`src/rtl/ov7670_cfg_pkg.sv`:
```
// Shared types and constants for the OV7670 register-configuration sequencer.
package ov7670_cfg_pkg;

    typedef enum logic [3:0] {
        ST_IDLE,
        ST_FETCH,
        ST_DECODE,
        ST_SEND,
        ST_WAIT,
        ST_DELAY,
        ST_NEXT,
        ST_DONE,
        ST_ERR
    } cfg_state_t;

    localparam logic [15:0] CFG_END        = 16'hFFFF;
    localparam logic [15:0] CFG_DELAY      = 16'hFFF0;
    localparam logic [7:0]  OV_SOFTRST_REG = 8'h12;
    localparam logic [7:0]  OV_WR_ADDR     = 8'h42;

    // COM7 with bit 7 set resets the sensor, which needs settling time afterwards.
    function automatic logic is_soft_reset(input logic [15:0] entry);
        return (entry[15:8] == OV_SOFTRST_REG) && entry[7];
    endfunction

endpackage

```
`src/rtl/ov7670_config_seq.sv`:
```
// Walks the OV7670 config ROM and issues one SCCB register write per entry,
// handling end/delay markers, soft-reset settling and NACK retries.
module ov7670_config_seq
    import ov7670_cfg_pkg::*;
#(
    parameter int         CLK_FREQ  = 25_000_000,
    parameter int         ROM_DEPTH = 256,
    parameter int         DELAY_MS  = 10,
    parameter logic [7:0] SCCB_DEV  = OV_WR_ADDR,
    parameter int         RETRIES   = 3,
    localparam int        ADDRW     = $clog2(ROM_DEPTH)
) (
    input  logic             clk,
    input  logic             rst,
    input  logic             start,
    output logic [ADDRW-1:0] rom_addr,
    input  logic [15:0]      rom_data,
    output logic             sccb_valid,
    input  logic             sccb_ready,
    output logic [7:0]       sccb_dev,
    output logic [7:0]       sccb_reg,
    output logic [7:0]       sccb_val,
    input  logic             sccb_done,
    input  logic             sccb_nack,
    output logic             busy,
    output logic             done,
    output logic             error
);

    localparam int DELAY_CYC = CLK_FREQ / 1000 * DELAY_MS;
    localparam int DLYW      = (DELAY_CYC > 1) ? $clog2(DELAY_CYC) : 1;
    localparam int RETW      = (RETRIES > 0) ? $clog2(RETRIES + 1) : 1;

    localparam logic [DLYW-1:0]  DLY_LOAD  = DLYW'(DELAY_CYC - 1);
    localparam logic [RETW-1:0]  RETRY_MAX = RETW'(RETRIES);
    localparam logic [ADDRW-1:0] ADDR_LAST = ADDRW'(ROM_DEPTH - 1);

    cfg_state_t       state_q;
    logic [ADDRW-1:0] addr_q;
    logic [RETW-1:0]  retry_q;
    logic [DLYW-1:0]  dly_q;
    logic             soft_q;
    logic             valid_q;
    logic [7:0]       reg_q;
    logic [7:0]       val_q;
    logic             busy_q;
    logic             done_q;
    logic             error_q;

    always_ff @(posedge clk) begin
        if (rst) begin
            state_q <= ST_IDLE;
            addr_q  <= '0;
            retry_q <= '0;
            dly_q   <= '0;
            soft_q  <= 1'b0;
            valid_q <= 1'b0;
            reg_q   <= '0;
            val_q   <= '0;
            busy_q  <= 1'b0;
            done_q  <= 1'b0;
            error_q <= 1'b0;
        end else begin
            unique case (state_q)
                ST_IDLE: begin
                    if (start) begin
                        addr_q  <= '0;
                        retry_q <= '0;
                        done_q  <= 1'b0;
                        error_q <= 1'b0;
                        busy_q  <= 1'b1;
                        state_q <= ST_FETCH;
                    end
                end
                ST_FETCH: state_q <= ST_DECODE;
                ST_DECODE: begin
                    if (rom_data == CFG_END) begin
                        busy_q  <= 1'b0;
                        done_q  <= 1'b1;
                        state_q <= ST_DONE;
                    end else if (rom_data == CFG_DELAY) begin
                        dly_q   <= DLY_LOAD;
                        state_q <= ST_DELAY;
                    end else begin
                        reg_q   <= rom_data[15:8];
                        val_q   <= rom_data[7:0];
                        soft_q  <= is_soft_reset(rom_data);
                        valid_q <= 1'b1;
                        state_q <= ST_SEND;
                    end
                end
                ST_SEND: begin
                    if (sccb_ready) begin
                        valid_q <= 1'b0;
                        state_q <= ST_WAIT;
                    end
                end
                ST_WAIT: begin
                    if (sccb_done) begin
                        if (!sccb_nack) begin
                            if (soft_q) begin
                                dly_q   <= DLY_LOAD;
                                state_q <= ST_DELAY;
                            end else begin
                                state_q <= ST_NEXT;
                            end
                        end else if (retry_q < RETRY_MAX) begin
                            // Payload registers still hold the entry, so a retry just re-raises valid.
                            retry_q <= retry_q + 1'b1;
                            valid_q <= 1'b1;
                            state_q <= ST_SEND;
                        end else begin
                            busy_q  <= 1'b0;
                            error_q <= 1'b1;
                            state_q <= ST_ERR;
                        end
                    end
                end
                ST_DELAY: begin
                    if (dly_q == '0) begin
                        state_q <= ST_NEXT;
                    end else begin
                        dly_q <= dly_q - 1'b1;
                    end
                end
                ST_NEXT: begin
                    retry_q <= '0;
                    if (addr_q == ADDR_LAST) begin
                        busy_q  <= 1'b0;
                        done_q  <= 1'b1;
                        state_q <= ST_DONE;
                    end else begin
                        addr_q  <= addr_q + 1'b1;
                        state_q <= ST_FETCH;
                    end
                end
                ST_DONE, ST_ERR: state_q <= ST_IDLE;
                default:         state_q <= ST_IDLE;
            endcase
        end
    end

    assign rom_addr   = addr_q;
    assign sccb_valid = valid_q;
    assign sccb_dev   = SCCB_DEV;
    assign sccb_reg   = reg_q;
    assign sccb_val   = val_q;
    assign busy       = busy_q;
    assign done       = done_q;
    assign error      = error_q;

endmodule

```
`config.mk`:
```
export PLATFORM = sky130hd
export DESIGN_NAME = ov7670_config_seq
export DESIGN_NICKNAME = d
export VERILOG_FILES = /design/src/rtl/ov7670_cfg_pkg.sv /design/src/rtl/ov7670_config_seq.sv
export SDC_FILE = /design/constraint.sdc
export NUM_CORES = 1
export LEC_CHECK = 0
export CORE_MARGIN = 4
export CORE_UTILIZATION = 55
export CTS_BUF_LIST = sky130_fd_sc_hd__clkbuf_4 sky130_fd_sc_hd__clkbuf_8 sky130_fd_sc_hd__clkbuf_16
export CTS_CLUSTER_SIZE = 8
export DETAILED_ROUTE_END_ITERATION = 8
export PLACE_DENSITY = 0.83
export SYNTH_ARGS = -nofsm -noshare
export SYNTH_HDL_FRONTEND = slang
export SYNTH_SLANG_ARGS = --single-unit
```
`constraint.sdc`:
```
create_clock -name clk -period 5.25 [get_ports clk]
set_input_delay 0.525 -clock clk [delete_from_list [all_inputs] [get_ports clk]]
set_output_delay 0.525 -clock clk [all_outputs]
set_load 0.05 [all_outputs]
```
* Yosys cells after proc, flatten, opt, wreduce, memory -nomap -nowiden
Index checks and enable logic that the tools add are counted.
Operators by class: equal/unequal tests 26, $mul 0, muxes and demuxes 48, shift-type cells 0, add/sub/neg operators 3, bitwise gates (word level) 2, divide/modulo/power cells 0, reductions and logical operators 19, order comparisons 1
Operator list (number):
- 18-bit 2-to-1 mux | 6
- 18-bit case mux with 3 select lines | 1
- 16-bit equality test, second input constant | 2
- 2-bit inequality test, second input constant | 16
- 4-bit case mux with 7 select lines | 1
- 4-bit 2-to-1 mux | 6
- 7-bit AND reduction | 3
- 18-bit zero test | 1
- 1-bit 2-to-1 mux | 18
- 18-bit by 1-bit subtractor with 18-bit output, second input constant | 1
- 8-bit 2-to-1 mux | 2
- 8-bit case mux with 2 select lines | 1
- 4-bit by 3-bit equality test with 1-bit output, second input constant | 3
- 3-bit nonzero test | 4
- 2-bit 2-to-1 mux | 5
- 5-bit AND reduction | 2
- 3-bit 2-to-1 mux | 3
- 8-bit by 1-bit adder with 8-bit output, second input constant | 1
- 4-bit by 2-bit equality test with 1-bit output, second input constant | 2
- 8-bit by 5-bit equality test with 1-bit output, second input constant | 1
- 8-bit equality test, second input constant | 1
- 4-bit AND reduction | 2
- 1-bit case mux with 3 select lines | 2
- 2-bit case mux with 3 select lines | 1
- 11 further kinds | 14
Storage, ports and cells: word-level logic and storage cells 110, memories kept 0, output and inout port bits 36, latch bits 0, ROM bits 0, register bits after elaboration 53, bits of input ports 22, bits in writable memories 0

* Longest topological paths before layout
word-level depth 5, mapped depth 8, mapped depth without buffers 7

* Worst setup path after synthesis
Ideal clock, no wire load.
path type register to register, start reg addr_q[0], in the netlist rom_addr[0], end reg state_q[2], data required time 5.191 ns, path slack 2.980 ns, path buffers 0, arrival time 2.211 ns, stages on the path, launching flop included 7, setup time 0.059 ns, period minus slack after synthesis 2.270 ns, cell sequence dfxtp_1 -> ha_1 -> nand3_1 -> or4_1 -> a31o_2 -> a2111oi_0 -> o31a_1
On the way: cells in the longest elaborated chain, start to end 3
Ends and longest elaborated chain:
- start: declaration | RTL line ov7670_config_seq.sv:39 | logic [ADDRW-1:0] addr_q;
- start signal: assignment | RTL line ov7670_config_seq.sv:133 | addr_q <= addr_q + 1'b1;
- 8-bit equality test | RTL line ov7670_config_seq.sv:128 | if (addr_q == ADDR_LAST) begin
- 3-bit 2-to-1 mux | RTL line ov7670_config_seq.sv:128
- 4-bit case mux with 7 select lines | RTL line ov7670_config_seq.sv:64 | unique case (state_q)
- end signal: assignment | RTL line ov7670_config_seq.sv:72 | state_q <= ST_FETCH;
- end signal: assignment | RTL line ov7670_config_seq.sv:131 | state_q <= ST_DONE;
- end signal: assignment | RTL line ov7670_config_seq.sv:134 | state_q <= ST_FETCH;
- end: declaration | RTL line ov7670_config_seq.sv:38 | cfg_state_t state_q;
Every way passes these cells. A chain may end at the register's enable or synchronous reset.

* Final worst setup path
start in rom_data[10], end reg dly_q[8]
On the way: cells in the longest elaborated chain, start to end 3, elaborated cells between the ends (all ways) 5, those cells by class eq/ne: 4; reduce/logical: 1
Ends and longest elaborated chain:
- start: declaration | RTL line ov7670_config_seq.sv:17 | input logic [15:0] rom_data,
- 16-bit equality test (on tied branches) | RTL line ov7670_config_seq.sv:81, ov7670_config_seq.sv:77
- 2-bit inequality test (no line)
- 7-bit AND reduction (no line) *
- end signal: assignment | RTL line ov7670_config_seq.sv:123 | dly_q <= dly_q - 1'b1;
- end: declaration | RTL line ov7670_config_seq.sv:41 | logic [DLYW-1:0] dly_q;
Mark *: on every way between the ends. The rest lies on a longest branch, timed or not.

==> results.toml <==
[worst_setup_path]
cp_cell_sequence = "clkdlybuf4s50_1 > nand4_1 > nor4_1 > o21a_1 > and2_4 > a311oi_2"
cp-end-kind = "flip-flop"
crit_arrival_ps = 2710
critPathMaxStageDelay_ps = 700
required_ps = 5430
slowest_stage = "nor4_1"
cp_top_family = "simple AND/OR/NAND/NOR gates"
startpoint_type = "input port"
path_class = "in -> reg"
path_buf_inv = 1
crit_fanout = 9

[grt]
grt_util_all_layers_pct = 23.4
grt_max_degree = 45
antenna_found_initial = 0
overflow = 0
grt_pass1_vias = 2650
grt_pass1_wl_mm = 12.2

[clocking]
clock_path_buffers = 2
cts_buffers = 5
cts_sinks = 53
clk_pin_slew_ps = 90
worstSkewPairLatency_ps = 310
cts_tree = "yes"
cts.htree.levels = 2
clock-root-buffer = "clkbuf_8"
cts_setup_buffers = 0
holdBufCountCts = 0
cts_resized = 0

[timing]
hold_viol = 0
slew_viol_final = 0
period_needed_ps = 2530
min_period_over_period_pct = 48.3
worst_pin_slew_ps = 1160
clock.fmax_mhz = 395
setup_viol = 0
grt_setup_unrepaired = "false"
maxSlewHeadroom_pct = 22.6
final.setup_skew_ps = 7.82
tns_ps = 0

[logic_synthesis]
synthMuxAreaShare_pct = 7.13
synth_cell_type_count = 56
synthXorXnorAreaFrac_pct = 2.46
synth_top_family_by_area = "simple AND/OR/NAND/NOR gates"
async_flop_share_pct = 0
synth_warnings = 0
synth_common_cells = "53 x dfxtp_1, 48 x nor2_1, 24 x nand2_1"
synthTopCellsByArea = "dfxtp_1 37%, mux2i_1 6.3%, nor2_1 6.3%"
synth_most_common_cell = "dfxtp_1"
yosys_register_bits = 53
synth_area_per_cell_um2 = 8.34
synth_edf_count = 0
synth_cells = 341
synth-simple-area-share_pct = 25.2
synth.top_cell.area_share_pct = 37.3
ys_seq_area_share_pct = 37.3
mappedNetlistArea_mm2 = 0.00284
synthFlopType = "dfxtp_1"
synth_compound_area_share_pct = 20.1
synth_fa_ha_area_share_pct = 1.32
yosysTopAreaCell = "dfxtp_1"

[power_and_ir_drop]
power_uw = 1310
powerDensity_mw_per_mm2 = 383
p_leak_uw = 0.00120
irDropWorstVdd_mv = 0.240

[job]
drv_cap = 0

[die]
die_area_mm2 = 0.00639
rows = 25
initial_utilization_pct = 58.3
core_area_mm2 = 0.00488
pin_count = 58
die_w_um = 79.9
die_y_um = 79.9

[placed_design]
place_inst = 440
gp_congestion = 0.903
io_buffers = 49
dp_hpwl_mm = 4.90

[drt]
wl_mm = 6.98
first_pass_iters = 4
drc_errors = 0
wl_per_cell_um = 15.6
ant_nets = 0
drtIter0Drc = 222
vias = 2737
routed_via_density = 6.11

[cells_and_area]
layout.nets = 405
num_antenna_cells = 0
syn_to_final_growth_pct = 20.3
regMostFlops = "dly_q"
stdcell_count = 448
largest_reg_flops = 18
drive_above_1_share_pct = 6.30

[worst_hold_path]
hold_class = "reg -> reg"

[run_status]
status = "finished, final reports clean"
logic make-up after synthesis:
logic type | Yosys count
buffers and inverters | 36
AOI/OAI and AO/OA | 78
muxes | 20
DFF | 53
other | 2
and+or+nand+nor | 141
xor gates and xnor gates | 8
adders and majority gates | 3
through the flow:
step | setup WS [ps] | hold WS, ps | instance area (um^2) | utilization, %
floorplan | 2980 | 464 | 2870 | -
global placement | 2460 | 474 | 3330 | 68.2
detailed placement | 2400 | 474 | 3330 | 68.2
CTS | 2720 | 493 | 3420 | 70.1
global route | 2540 | 534 | 3420 | 70.1
finish | 2720 | 485 | 3420 | 70.1
where the power goes:
part / switching [uW] / total, uW / internal (uW) / leakage [uW]
clock: 128 / 239 / 111 / 0.0000498
sequential: 68.5 / 517 / 449 / 0.000429
combinational: 345 / 554 / 209 / 0.000722
total: 541 / 1310 / 769 / 0.00120
cells in the final DEF (no fill, tap or decap), types with 6 or more instances in the layout:
| cell | instances |
|---|---|
| conb_1 | 8 |
| a21oi_1 | 19 |
| nor3_1 | 13 |
| a211oi_1 | 6 |
| nor2_1 | 48 |
| a31oi_1 | 9 |
| mux2i_1 | 18 |
| xnor2_1 | 7 |
| nor4_1 | 10 |
| clkdlybuf4s50_1 | 49 |
| dfxtp_1 | 53 |
| nand2_1 | 24 |
| nand3_1 | 13 |
| a311oi_1 | 7 |
| inv_1 | 10 |
| or4_1 | 7 |
layout make-up:
type | instances | area [um^2]
Inverter | 10 | 37.5
Sequential cell | 53 | 1060
Timing Repair Buffer | 52 | 513
Clock buffer | 8 | 91.3
Multi-Input combinational cell | 258 | 1630
Tap cell | 67 | 83.8
Fill cell | 429 | 1460
worst register-to-register path, cell delays in order (launching register included):
cell     delay [ps]
dfxtp_1         380
or4_4           600
nor4_4          510
a31oi_1         200
or3_1           420
mux2_1          320
final timing paths:
path | endpoint | slack (ps) | cells past startpoint | from
min reg2reg | busy | 490 | 2 | busy
max | dly_q[8] | 2720 | 6 | rom_data[10]
max reg2reg | state_q[0] | 2720 | 5 | dly_q[11]
min | busy | 490 | 2 | busy
metal layers:
| metal | share of wire [%] | up-vias | wire length (um) | global-route usage, % |
|---|---|---|---|---|
| met5 | 0 | - | 0 | 0 |
| met3 | 5.2 | 15 | 363 | 4.40 |
| met2 | 48 | 84 | 3380 | 38.2 |
| met1 | 44 | 1303 | 3100 | 30.0 |
| met4 | 2.0 | 0 | 139 | 9.80 |
| li1 | - | 1335 | - | - |
Power figures use the tool's default switching activity.
